$ cat config.mk
export PLATFORM = sky130hd
export DESIGN_NAME = link_tx_arbiter_flat
export DESIGN_NICKNAME = d
export VERILOG_FILES = /design/src/rtl/link_tx_arbiter_if.sv /design/src/rtl/link_tx_arbiter.sv /design/src/flat_wrapper.sv
export SDC_FILE = /design/constraint.sdc
export NUM_CORES = 1
export LEC_CHECK = 0
export CAP_MARGIN = 20
export CORE_AREA = 2 2 409 411
export CTS_CLUSTER_SIZE = 28
export DETAILED_ROUTE_END_ITERATION = 7
export DIE_AREA = 0 0 411 413
export SLEW_MARGIN = 40
export SYNTH_ARGS = -nofsm -noshare
export SYNTH_HDL_FRONTEND = slang
export SYNTH_SLANG_ARGS = --single-unit
$ cat constraint.sdc
create_clock -name clk -period 13.3 [get_ports clk]
set_clock_uncertainty 0.1 [all_clocks]
set_input_delay 3.325 -clock clk [delete_from_list [all_inputs] [get_ports clk]]
set_output_delay 3.325 -clock clk [all_outputs]
set_load 0.05 [all_outputs]
$ cat src/rtl/link_tx_arbiter_if.sv
// Bundle between the three packet sources, the arbiter and the internode link TX word.
interface link_tx_arbiter_if #(
  parameter int DataWidth = 256
);
  logic [DataWidth-1:0] req_data_0, req_data_1, req_data_2;
  logic                 req_valid_0, req_valid_1, req_valid_2;
  logic                 req_ack_0, req_ack_1, req_ack_2;
  logic                 tx_ready;
  logic [DataWidth-1:0] tx_data;
  logic                 tx_valid;
  logic [7:0]           util_0, util_1, util_2;

  modport slave (
    input  req_data_0, req_data_1, req_data_2,
    input  req_valid_0, req_valid_1, req_valid_2,
    output req_ack_0, req_ack_1, req_ack_2,
    input  tx_ready,
    output tx_data, tx_valid,
    output util_0, util_1, util_2
  );

  modport master (
    output req_data_0, req_data_1, req_data_2,
    output req_valid_0, req_valid_1, req_valid_2,
    input  req_ack_0, req_ack_1, req_ack_2,
    output tx_ready,
    input  tx_data, tx_valid,
    input  util_0, util_1, util_2
  );
endinterface

$ cat src/rtl/link_tx_arbiter.sv
// Three-way link TX arbiter: starvation first, then priority, round-robin ties; grant to tx_valid 1 cycle.
// Held word stalls while !tx_ready; acks only when the output slot frees. Also counts per-source utilisation.
module link_tx_arbiter #(
  parameter int DataWidth     = 256,
  parameter int PriorityPos   = 152,
  parameter int PriorityWidth = 8,
  parameter int StarveWidth   = 6,
  parameter int StarveLimit   = 32
) (
  input  logic             clk,
  input  logic             rst,
  link_tx_arbiter_if.slave bus
);
  localparam int NumSrc = 3;

  logic [NumSrc-1:0]        req_valid, req_ack;
  logic [DataWidth-1:0]     req_data [NumSrc];
  logic [StarveWidth-1:0]   wait_cnt [NumSrc];
  logic [7:0]               gcnt     [NumSrc];
  logic [7:0]               util     [NumSrc];
  logic [8:0]               util_sum [NumSrc];
  logic [7:0]               win_cnt;
  logic [1:0]               rr_ptr, gnt_idx;
  logic [NumSrc-1:0]        starving, prio_match, cand;
  logic [PriorityWidth-1:0] max_prio;
  logic [DataWidth-1:0]     tx_data, gnt_data;
  logic                     tx_valid, slot_free, grant_en, found;

  function automatic logic [1:0] wrap_idx(input logic [1:0] base, input int k);
    int s = int'(base) + k;
    return 2'(s % NumSrc);
  endfunction

  assign req_valid   = {bus.req_valid_2, bus.req_valid_1, bus.req_valid_0};
  assign req_data[0] = bus.req_data_0;
  assign req_data[1] = bus.req_data_1;
  assign req_data[2] = bus.req_data_2;

  assign slot_free = !tx_valid || bus.tx_ready;
  assign grant_en  = slot_free && (|req_valid);

  always_comb begin
    max_prio   = '0;
    starving   = '0;
    prio_match = '0;
    cand       = '0;
    gnt_idx    = '0;
    found      = 1'b0;
    req_ack    = '0;
    for (int i = 0; i < NumSrc; i++) begin
      if (req_valid[i] && req_data[i][PriorityPos +: PriorityWidth] > max_prio)
        max_prio = req_data[i][PriorityPos +: PriorityWidth];
    end
    for (int i = 0; i < NumSrc; i++) begin
      starving[i]   = req_valid[i] && (wait_cnt[i] >= StarveWidth'(StarveLimit));
      prio_match[i] = req_valid[i] && (req_data[i][PriorityPos +: PriorityWidth] == max_prio);
    end
    // Starving sources bypass priority entirely; RR then resolves among the survivors.
    cand = (|starving) ? starving : prio_match;
    for (int k = 1; k <= NumSrc; k++) begin
      if (!found && cand[wrap_idx(rr_ptr, k)]) begin
        found   = 1'b1;
        gnt_idx = wrap_idx(rr_ptr, k);
      end
    end
    if (grant_en && rst)
      req_ack[gnt_idx] = 1'b1;
  end

  always_comb begin
    case (gnt_idx)
      2'd1:    gnt_data = req_data[1];
      2'd2:    gnt_data = req_data[2];
      default: gnt_data = req_data[0];
    endcase
    for (int i = 0; i < NumSrc; i++)
      util_sum[i] = {1'b0, gcnt[i]} + {8'b0, req_ack[i]};
  end

  always_ff @(posedge clk or negedge rst) begin
    if (!rst) begin
      tx_data  <= '0;
      tx_valid <= 1'b0;
      rr_ptr   <= '0;
    end else if (slot_free) begin
      if (grant_en) begin
        tx_data                <= gnt_data;
        tx_data[DataWidth-1]   <= 1'b1;
        tx_valid               <= 1'b1;
        rr_ptr                 <= gnt_idx;
      end else begin
        tx_valid               <= 1'b0;
        tx_data[DataWidth-1]   <= 1'b0;
      end
    end
  end

  // Waits keep aging through link stalls so a stalled link cannot hide starvation.
  always_ff @(posedge clk or negedge rst) begin
    if (!rst) begin
      for (int i = 0; i < NumSrc; i++) wait_cnt[i] <= '0;
    end else begin
      for (int i = 0; i < NumSrc; i++) begin
        if (!req_valid[i] || req_ack[i])
          wait_cnt[i] <= '0;
        else if (wait_cnt[i] != '1)
          wait_cnt[i] <= wait_cnt[i] + 1'b1;
      end
    end
  end

  always_ff @(posedge clk or negedge rst) begin
    if (!rst) begin
      win_cnt <= '0;
      for (int i = 0; i < NumSrc; i++) begin
        gcnt[i] <= '0;
        util[i] <= '0;
      end
    end else begin
      win_cnt <= win_cnt + 1'b1;
      for (int i = 0; i < NumSrc; i++) begin
        if (win_cnt == 8'hFF) begin
          util[i] <= util_sum[i][8] ? 8'hFF : util_sum[i][7:0];
          gcnt[i] <= '0;
        end else if (req_ack[i] && gcnt[i] != 8'hFF) begin
          gcnt[i] <= gcnt[i] + 1'b1;
        end
      end
    end
  end

  assign bus.req_ack_0 = req_ack[0];
  assign bus.req_ack_1 = req_ack[1];
  assign bus.req_ack_2 = req_ack[2];
  assign bus.tx_data   = tx_data;
  assign bus.tx_valid  = tx_valid;
  assign bus.util_0    = util[0];
  assign bus.util_1    = util[1];
  assign bus.util_2    = util[2];
endmodule

$ cat src/flat_wrapper.sv
// flat-port wrapper written by rule: the top's interface ports become plain ports
module link_tx_arbiter_flat 
#(
  parameter int DataWidth     = 256,
  parameter int PriorityPos   = 152,
  parameter int PriorityWidth = 8,
  parameter int StarveWidth   = 6,
  parameter int StarveLimit   = 32
)
  (clk, rst, bus_req_data_0, bus_req_data_1, bus_req_data_2, bus_req_valid_0, bus_req_valid_1, bus_req_valid_2, bus_req_ack_0, bus_req_ack_1, bus_req_ack_2, bus_tx_ready, bus_tx_data, bus_tx_valid, bus_util_0, bus_util_1, bus_util_2);
  link_tx_arbiter_if #(.DataWidth(DataWidth)) bus_i ();
  input  logic clk;
  input  logic rst;
  input wire logic [$bits(bus_i.req_data_0)-1:0] bus_req_data_0;
  input wire logic [$bits(bus_i.req_data_1)-1:0] bus_req_data_1;
  input wire logic [$bits(bus_i.req_data_2)-1:0] bus_req_data_2;
  input wire logic [$bits(bus_i.req_valid_0)-1:0] bus_req_valid_0;
  input wire logic [$bits(bus_i.req_valid_1)-1:0] bus_req_valid_1;
  input wire logic [$bits(bus_i.req_valid_2)-1:0] bus_req_valid_2;
  output wire logic [$bits(bus_i.req_ack_0)-1:0] bus_req_ack_0;
  output wire logic [$bits(bus_i.req_ack_1)-1:0] bus_req_ack_1;
  output wire logic [$bits(bus_i.req_ack_2)-1:0] bus_req_ack_2;
  input wire logic [$bits(bus_i.tx_ready)-1:0] bus_tx_ready;
  output wire logic [$bits(bus_i.tx_data)-1:0] bus_tx_data;
  output wire logic [$bits(bus_i.tx_valid)-1:0] bus_tx_valid;
  output wire logic [$bits(bus_i.util_0)-1:0] bus_util_0;
  output wire logic [$bits(bus_i.util_1)-1:0] bus_util_1;
  output wire logic [$bits(bus_i.util_2)-1:0] bus_util_2;
  assign bus_i.req_data_0 = bus_req_data_0;
  assign bus_i.req_data_1 = bus_req_data_1;
  assign bus_i.req_data_2 = bus_req_data_2;
  assign bus_i.req_valid_0 = bus_req_valid_0;
  assign bus_i.req_valid_1 = bus_req_valid_1;
  assign bus_i.req_valid_2 = bus_req_valid_2;
  assign bus_req_ack_0 = bus_i.req_ack_0;
  assign bus_req_ack_1 = bus_i.req_ack_1;
  assign bus_req_ack_2 = bus_i.req_ack_2;
  assign bus_i.tx_ready = bus_tx_ready;
  assign bus_tx_data = bus_i.tx_data;
  assign bus_tx_valid = bus_i.tx_valid;
  assign bus_util_0 = bus_i.util_0;
  assign bus_util_1 = bus_i.util_1;
  assign bus_util_2 = bus_i.util_2;
  link_tx_arbiter #(.DataWidth(DataWidth), .PriorityPos(PriorityPos), .PriorityWidth(PriorityWidth), .StarveWidth(StarveWidth), .StarveLimit(StarveLimit)) u_core (.clk(clk), .rst(rst), .bus(bus_i));
endmodule
==> metrics <==
Hold Slack=approximately 380 ps; final core occ=around a fifth; fillers=18520; post-CTS setup repair buffer count=0; fraction of layout cells with a size suffix above 1=roughly 5.6%; Initial Util=around 11%; Detailed Place HPWL=115.1 mm; Worst setup SP type=input port; largest net degree at the start of global routing=about 220; Critical Path Source=bus_req_valid_0; synthesized area per cell=roughly 8.1 sq um; DP Area=between 30000 and 40000 sq um; count leader, synth=nand2_1; CP max stage cell=clkdlybuf4s50_1; GRT Util Overall=between 10% and 20%; CTS tree=yes; WL/cell=25.17 microns; asr flop ratio synth=between 90% and 100%; Rows=150; Fmax=about 0.08 GHz; setup_tns=0 ps; Ports=1058; main combinational cell family by area after synthesis=compound AO/OA/AOI/OAI gates; period utilization=92.86%; LEAKAGE=about 12 nW; final hold violation count=0; Seq. cell area=around 8300 sq um; critical path arrival=roughly 8900 ps; hold buffers post-CTS=0; Int Pwr=2.904 mW; multiplexer area fraction after synthesis=less than 1%; overflow left after global routing=0; initial antenna violation count=90; crit path buf inv count=4; Comb pwr share=about half; Slew @ Worst Pin=936.9 ps; global-route wire length before repair=177.8 mm; simple-gate share of the synthesized area=between 15 and 20%; Num CTS Buffers=47; clock-pin transition on the worst setup and hold timing paths=approximately 70 ps; Slowest Stage Delay on Critical Path=between 800 and 900 ps; Worst Hold Class=reg2reg; clock root cell=clkbuf_16; CTS Sinks=332; Synth Cell Area=18620 sq um; Crit path max-delay family=simple AND/OR/NAND/NOR gates; switching power=between 2 and 3 mW; routed wire length=between 100 and 150 mm; H-tree Lvls=2; vias per std cell=a little under 4; post-synthesis adder-cell area fraction=approximately 2.5%; Die X=between 400 and 500 microns; port bufs=~1100; #FFs+latches synth=around 330; Mapped Cells=approximately 2300; drt pass-1 iters=6; Min-Delay Startpoint=u_core.bus.tx_data[31]; Distinct cells, synth=63; Final Setup Violations=0; VDD IR-drop max=between 0.00009 and 0.0001 V; yosys synthesis warning count=0; CP Data Required Time=9880 ps; fin nets=between 4000 and 5000; DRT iter0 DRCs=~1800; Synthesized Nets=just over 3000; Critical Path Sink Type=primary output; vias in the first global route=20280; Final GP Congestion=a little over 0.9; Die Height=just over 400 microns; Slew Limit Fails=0; Synth Area in Compound Gates=~29%; Resized cells post-CTS=0; critical path class=in2out; xor/xnor cell area share of the yosys netlist=around 2.7%; number of synthesized flops with an enable pin=0; Routed Antenna Nets=0; Clock Power Share=around a quarter; Syn-to-layout area delta=78.53%; Seq pwr share=approximately 26%; sw frac=46.76%; pwr/cell area=~160 nW/um^2; RR Startpoint=u_core.wait_cnt[11]; post-synth top area cell=dfrtp_1; die area=169700 sq um; Post-synth top cells=nand2_1 (563), o21ai_0 (537), dfrtp_1 (332), a22oi_1 (258), clkbuf_1 (171); Worst-Skew Late Latency=between 600 and 700 ps; worst-case clock buffer depth=3; synth top area cells=dfrtp_1 (45%), o21ai_0 (14%), nand2_1 (11%); post-route minimum period=12350 ps; crit path max fanout=16; post-synthesis sequential area ratio=between 40% and 50%; Synth top area share=between 40% and 50%; CORE AREA=165900 sq um; Most used DFF post-synth=dfrtp_1; worst rel slew slack=between 30% and 40%; multi-input logic area=approximately 9500 sq um; RSZ-0062 raised after global routing=false; status=complete, no violations; FF-to-FF setup slack=between 8000 and 9000 ps; CP Cell Sequence=clkdlybuf4s50_1 -> and2_1 -> inv_1 -> ha_1 -> nand4_1 -> o21ai_1 -> a21oi_1 -> nand2_1 -> a31oi_1 -> ha_1 -> nor2b_1 -> o211ai_1 -> a21oi_1 -> o221a_2 -> or4b_4 -> and4_4 -> a2111oi_4 -> or3_4 -> ha_4 -> nand3_1 -> inv_1 -> buf_4; fin area=33250 sq um; DRC violations left=0; Via Count=21630; maxcap violations=0
power groups by stage:
stage	Clock [mW]	Sequential [mW]	Combinational, mW
after global placement	0	1.41	2.70
after CTS	1.46	1.41	2.70
final	1.40	1.41	2.65
after floorplan	0	2.17	0.631
after global routing	1.49	1.44	2.83
after detailed placement	0	1.42	2.70
final timing paths:
path / to / depth (start not counted)
worst max-delay path: bus_req_ack_0 / 22
worst min register to register: u_core.bus.tx_data[31] / 2
worst max register to register: u_core.bus.tx_data[191] / 15
worst min-delay path: u_core.bus.tx_data[31] / 2
min in group asynchronous: u_core.bus.tx_data[11] / 1
max in group asynchronous: u_core.bus.tx_data[136] / 4
layer usage:
layer  wire length (microns)  vias to the layer above  track usage, %
li1                        -                    10050               -
met1                   54990                    10250           18.39
met2                   61360                     1004           23.64
met3                   17600                      251           8.134
met4                    3949                       74           4.370
met5                     470                        -               0
state kept, by name, summed over array words and instances, names as in the netlist:
register            cells
u_core.bus.tx_data    256
u_core.bus.util_0       8
u_core.bus.util_1       8
u_core.bus.util_2       8
u_core.gcnt            24
u_core.rr_ptr           2
u_core.wait_cnt        18
u_core.win_cnt          8
cell families after synthesis:
family / Yosys count
adders and majority gates: 37
and+or+nand+nor: 739
DFF: 332
xor gates and xnor gates: 58
AOI/OAI and AO/OA: 894
muxes: 6
buffers and inverters: 231
worst reg2reg max path, stage by stage (launching register included):
cell and delay [ps]:
dfrtp_1 390, nand2_1 170, and4b_1 280, nand2b_1 70, or4b_4 480, and4_4 200, a2111oi_4 330, or3_4 240
ha_4 140, buf_4 520, buf_12 470, buf_6 870, a22oi_1 290, nand2_1 100, o21ai_0 250, o21ai_0 260
through the flow:
step                std cells  setup slack [ps]  power, mW
floorplan                2297              2277      2.803
global placement         5389             774.7      4.114
global route             5485             574.4      5.756
CTS                      5475             905.2      5.567
finish                   5497             950.0      5.454
detailed placement       5392             932.6      4.121
area by class of cell:
cell class	instances	area share (%)
Tap cell	2204	8.295
Timing Repair Buffer	1094	32.73
Inverter	30	0.3387
Sequential cell	332	24.99
Multi-Input combinational cell	1734	28.50
Clock inverter	28	1.159
Clock buffer	55	3.839
Antenna cell	20	0.1505
placed cells by master (no fill, tap or decap), types with 8 or more instances in the layout:
cell type,instances
clkdlybuf4s50_1,1017
nand2_1,563
o21ai_0,532
dfrtp_1,332
a22oi_1,258
nor2_1,65
clkbuf_16,47
a21oi_1,45
ha_1,34
nand3_1,33
xor2_1,32
buf_2,32
inv_1,30
buf_4,28
xnor2_1,26
diode_2,20
nand4_1,20
and3_1,10
buf_12,8
No activity file was read; power rests on OpenSTA's default activity.
